## src/rtl/mem_stage.sv

```systemverilog
// mem_stage: M-stage memory access FSM with busy/done handshake, wait timeout and halt.
// Optional MEM_ALIGN_CHECK_EN rejects odd addresses with an errM pulse instead of issuing them.
module mem_stage (
    input  logic        clk,
    input  logic        rst,
    input  logic        validM,
    input  logic        memRdM,
    input  logic        memWrtM,
    input  logic        haltM,
    input  logic [15:0] aluFinalM,
    input  logic [15:0] wrtDataM,
    output logic        mem_req,
    output logic        mem_wr,
    output logic [15:0] mem_addr,
    output logic [15:0] mem_wdata,
    input  logic        mem_busy,
    input  logic        mem_done,
    input  logic [15:0] mem_rdata,
    output logic [15:0] memOutM,
    output logic        memValidM,
    output logic        stallM,
    output logic        haltedM,
    output logic        errM,
    output logic [7:0]  timeout_cnt
);
    typedef enum logic [2:0] {IDLE, REQ, WAIT, RESP, HALTED} state_t;
    state_t state, next;
    logic [15:0] addr_q, wdata_q;
    logic wr_q, access, misalign, accept, timeout;
`ifdef MEM_ALIGN_CHECK_EN
    assign misalign = aluFinalM[0];
`else
    assign misalign = 1'b0;
`endif
    // haltM wins over a simultaneous load/store, so it is excluded from access
    assign access  = validM & (memRdM | memWrtM) & ~haltM;
    assign accept  = (state == IDLE) & access & ~misalign;
    assign timeout = (state == WAIT) & ~mem_done & (timeout_cnt == 8'hFF);
    always_comb begin
        next = state;
        case (state)
            IDLE:    next = (validM & haltM) ? HALTED : accept ? REQ : IDLE;
            REQ:     next = mem_busy ? REQ : WAIT;
            WAIT:    next = mem_done ? RESP : timeout ? IDLE : WAIT;
            RESP:    next = IDLE;
            HALTED:  next = HALTED;
            default: next = IDLE;
        endcase
    end
    assign mem_req   = state == REQ;
    assign mem_wr    = wr_q;
    assign mem_addr  = addr_q;
    assign mem_wdata = wdata_q;
    assign stallM    = accept | (state == REQ) | (state == WAIT);
    assign memValidM = (state == RESP) & ~wr_q;
    assign haltedM   = state == HALTED;
    always_ff @(posedge clk or negedge rst) begin
        if (!rst) begin
            state       <= IDLE;
            addr_q      <= '0;
            wdata_q     <= '0;
            wr_q        <= 1'b0;
            memOutM     <= '0;
            timeout_cnt <= '0;
            errM        <= 1'b0;
        end else begin
            state <= next;
            errM  <= timeout | ((state == IDLE) & access & misalign);
            if (accept) begin
                addr_q  <= aluFinalM;
                wdata_q <= wrtDataM;
                wr_q    <= memWrtM;
            end
            if (state == WAIT)
                timeout_cnt <= (mem_done | timeout) ? 8'h00 : timeout_cnt + 8'd1;
            if ((state == WAIT) & mem_done & ~wr_q)
                memOutM <= mem_rdata;
            else if (timeout)
                memOutM <= 16'hFFFF;
        end
    end
endmodule

```

## config.mk

```make
export PLATFORM = sky130hd
export DESIGN_NAME = mem_stage
export DESIGN_NICKNAME = d
export VERILOG_FILES = /design/src/rtl/mem_stage.sv
export SDC_FILE = /design/constraint.sdc
export NUM_CORES = 1
export LEC_CHECK = 0
export CELL_PAD_IN_SITES_DETAIL_PLACEMENT = 1
export CELL_PAD_IN_SITES_GLOBAL_PLACEMENT = 1
export CORE_MARGIN = 2
export CORE_UTILIZATION = 31
export CTS_CLUSTER_SIZE = 8
export DETAILED_ROUTE_END_ITERATION = 10
export PLACE_DENSITY = 0.82
export SLEW_MARGIN = 15
export SYNTH_ARGS = -nofsm -noshare
export SYNTH_HDL_FRONTEND = slang
export SYNTH_SLANG_ARGS = --single-unit
export TNS_END_PERCENT = 1
```

## constraint.sdc

```tcl
create_clock -name clk -period 2.54 [get_ports clk]
set_input_delay 0.381 -clock clk [delete_from_list [all_inputs] [get_ports clk]]
set_output_delay 0.381 -clock clk [all_outputs]
set_load 0.02 [all_outputs]
```

# Word-level counts from Yosys, hierarchy flattened
# Cells that the tools add are included.
# totals
reg_bits,61
input_bits,56
out_inout_bits,62
word_cells,40
# classes
addsub,1
n_eq_ne,5
muxes,9
bitwise_logic,16
n_reduce_logical,2
# ops
op,count
16-bit two-way mux,2
3-bit case mux with 4 select lines,1
1-bit AND,9
8-bit by 1-bit adder with 8-bit output (second input constant),1
8-bit == test (second input constant),1
8-bit two-way mux,1
3-bit by 2-bit == test with 1-bit output (second input constant),2
2-bit two-way mux,3
1-bit bitwise OR,4
3-bit by 1-bit == test with 1-bit output (second input constant),1
3-bit == test (second input constant),1
3-bit logical NOT,1
3-bit two-way mux,1
1-bit NOT,3
2-bit nonzero test,1
1-bit two-way mux,1

# Longest topological paths before layout
# logic_depth
depth_word,7
mapped_depth,6
ltp_nobuf,5

# Worst setup path before layout
# No wires, ideal clock.
# synth_path
path_kind,register -> output
from,register state[1]
to,output port stallM
arrival_ns,1.560
required_ns,2.159
setup_slack_ns,0.599
stages_incl_launch_ff,6
path_buffers,1
path_cell_list,dfrtp_1 -> nor2_1 -> o21ai_1 -> nor4b_4 -> buf_6 -> o21bai_1
# synth_via
elab_chain_len,4
word_cells_on_any_way,6
cone_classes,eq/ne (2); bitwise (3); reduce/logical (1)
# synth_lines
element,line_no,rtl
from (decl),27,"state_t state, next;"
from (signal assigned),67,state <= next;
3-bit logical NOT,-,
1-bit AND,-,
1-bit bitwise OR,54,assign stallM = accept | (state == REQ) | (state == WAIT);
1-bit bitwise OR (*),54,
to (decl),21,"output logic stallM,"
# Every way passes the cells marked *; elsewhere a longest branch is shown, timed or not.

# Worst setup path in the final report
# Same ends and word-level chain as after synthesis.

==> metrics.md <==
| Metric | Value |
|---|---|
| Status | finished, final reports clean |
| DRC viols | 0 |
| PD cells | 1130 nW/µm² |
| Post-synth EDFFs | 0 |
| R2R Setup Slk | 560 ps |
| Worst-Skew Late Latency | 330 ps |
| Via count | 1975 |
| Average cell area after synthesis | 13.8 µm² |
| Reg2Reg Depth | 5 |
| CP peak stage delay | 450 ps |
| Input/output buffers | 117 |
| Final hold violation count | 0 |
| Synthesized flop and latch total | 61 |
| Tightest Hold Check Type | primary input to async pin |
| Synth Instances | 180 |
| Post-Syn Area | 2480 µm² |
| Worst setup SP type | flip-flop |
| Die H | 93.4 µm |
| H-tree depth | 3 |
| Final clock skew | 6.43 ps |
| Maximum clock path buffer count | 2 |
| Crit Path Category | flip-flop to primary output |
| Min Tclk post-route | 2240 ps |
| Hold WS | 81.2 ps |
| N_diodes | 0 |
| Slew margin rel. | 56.1% |
| RSZ-0062 raised after global routing | no |
| Lkg Pwr | 1.61 nW |
| Initial detailed-routing violation count | 19 |
| M3 GR Usage | 6.37% |
| Synth Warn # | 0 |
| Met2 usage | 26.8% |
| Post-CTS Setup Repair Bufs | 0 |
| Crit-path cells | nor2_1, o21ai_1, nor4b_4, o21bai_1, dlygate4sd2_1 |
| Routed wire length | 6.52 mm |
| Overflow after GRT | 0 |
| Vias per cell | 4.79 |
| Slew Limit Fails | 0 |
| Async S/R FF share, synth | 100% |
| Fin crit share | 88.3% |
| RePlAce Congestion | 0.717 |
| Final setup viols | 0 |
| Worst setup slack after layout | 297 ps |
| Max Clk Rate | 0.446 GHz |
| Setup TNS | 0 ps |
| HPWL after detailed placement | 4.73 mm |
| Met1 Use GR | 18.3% |
| Row count | 32 |
| Predominant post-synthesis flop cell | dfrtp_1 |
| Layout cells sized above 1 | 19.0% |
| Antenna violations before repair | 0 |
| Die X | 93.4 µm |
| Netlist cell types | 37 |
| I/O pins | 118 |
| Clock Sinks | 61 |
| Root Driver | clkbuf_8 |
| Overall power | 0.00446 W |
| Most frequent cell after synthesis | dfrtp_1 |
| First-pass GRT wire length | 10.6 mm |
| CTS tree | done |
| Area leader, netlist | dfrtp_1 |
| Top cells by area, synth | dfrtp_1 (62%), mux2_2 (15%), o22a_1 (5.7%), nand2_1 (1.7%), o21ai_0 (1.6%) |
| Vias in the first global route | 2154 |
| Maximum vdd drop | 0.534 mV |
| Final ANT Viol Nets | 0 |
| Max-Cap Viols | 0 |
| Clk slew on worst S/H paths | 70 ps |
| Worst-margin pin slew | 658 ps |
| Core box area | 7730 µm² |
| Gr busiest metal | met2 |
| Initial core utilization | 32.0% |
| Largest net degree at the start of global routing | 35 |
| Sequential area share after synthesis | 61.6% |
| Synth cell count leaders | dfrtp_1 (61), mux2_2 (34), o22a_1 (16), nand2_1 (11), o21ai_0 (8) |
| Final nets | 362 |
| Routed length per instance | 15.8 µm |
| Worst setup EP type | primary output |
| Layout Cells excl Fill | 412 |
| Gr usage total | 15.8% |
| Dpl cells | 396 |
| Die area | 8720 µm² |
| Syn nets | 237 |
| Slowest stage cell, crit path | dfrtp_1 |
| Worst path required time | 2160 ps |
| Worst Path Max Fanout | 7 |
| Critical path arrival | 1860 ps |
| Dpl ws | 118 ps |
| TritonCTS buffer count | 9 |
| Area growth from synthesis to layout | 59.8% |
| Synth top area share | 61.6% |
| Cts hold-fix bufs | 0 |
| CTS-repair resized insts | 1 |
| TritonRoute pass-1 iters | 4 |
[cell usage in the layout (no fill, tap or decap), drive strengths merged, types with 2 or more instances in the layout]
cell / count
nand3: 3
clkbuf: 10
clkinvlp: 2
a21oi: 5
nor3b: 2
nor3: 4
nor2: 4
clkdlybuf4s50: 115
o22a: 16
mux2: 34
o21ai: 9
nand2: 11
dfrtp: 61
clkinv: 3
buf: 7
a21o: 2
[routing by layer]
| metal | vias up | routed length [µm] |
|---|---|---|
| met5 | - | 0 |
| met4 | 0 | 53 |
| met3 | 5 | 503 |
| met2 | 68 | 3350 |
| met1 | 998 | 2610 |
| li1 | 904 | - |
[flip-flops by register name, indices dropped and copies added, names as in the netlist]
name,flops
memOutM,16
mem_addr,16
mem_wdata,16
timeout_cnt,8
state,3
errM,1
mem_wr,1
[cells by family after synthesis]
group                      count (synthesis)  synth area share (%)
AOI/OAI and AO/OA                         36                  10.4
DFF                                       61                  61.6
adders and majority gates                  1                 0.505
and+or+nand+nor                           36                  8.69
xor gates and xnor gates                   1                 0.354
buffers and inverters                     10                  2.58
muxes                                     35                  15.9
[report_power, final]
group          switching (W)  internal [W]
Combinational       0.000911       0.00109
Clock               0.000377      0.000451
Sequential          0.000249       0.00139
[cell type report]
| type | count | area (µm²) |
|---|---|---|
| fillers | 811 | 3770 |
| flip-flops and latches | 61 | 1530 |
| repair buffers | 123 | 1220 |
| multi-input cells | 109 | 886 |
| clock buffers | 10 | 128 |
| well taps | 102 | 128 |
| clock inverters | 6 | 63.8 |
| inverters | 1 | 3.75 |
[worst paths after layout]
check                           startpoint            end
worst max register to register    state[1]  mem_wdata[15]
worst min-delay path                   rst   mem_addr[11]
worst max-delay path              state[1]         stallM
max in group asynchronous              rst  mem_wdata[12]
worst min register to register  memOutM[9]     memOutM[9]
min in group clk                memOutM[9]     memOutM[9]
[worst max-delay path, delay by kind of cell (launching register included)]
| family | cells | cell delay, ps |
|---|---|---|
| buffers and inverters | 1 | 370 |
| flip-flops | 1 | 450 |
| AND/OR/NAND/NOR | 2 | 460 |
| AO/OA/AOI/OAI | 2 | 260 |
[metrics by stage]
step,instance area [µm²],util [%]
2_1_floorplan,2480,-
3_3_place_gp,3770,48.8
3_5_place_dp,3770,48.8
4_1_cts,3960,51.2
5_1_grt,3960,51.2
6_report,3960,51.2
Note: power is estimated with default switching activity, not from simulation.
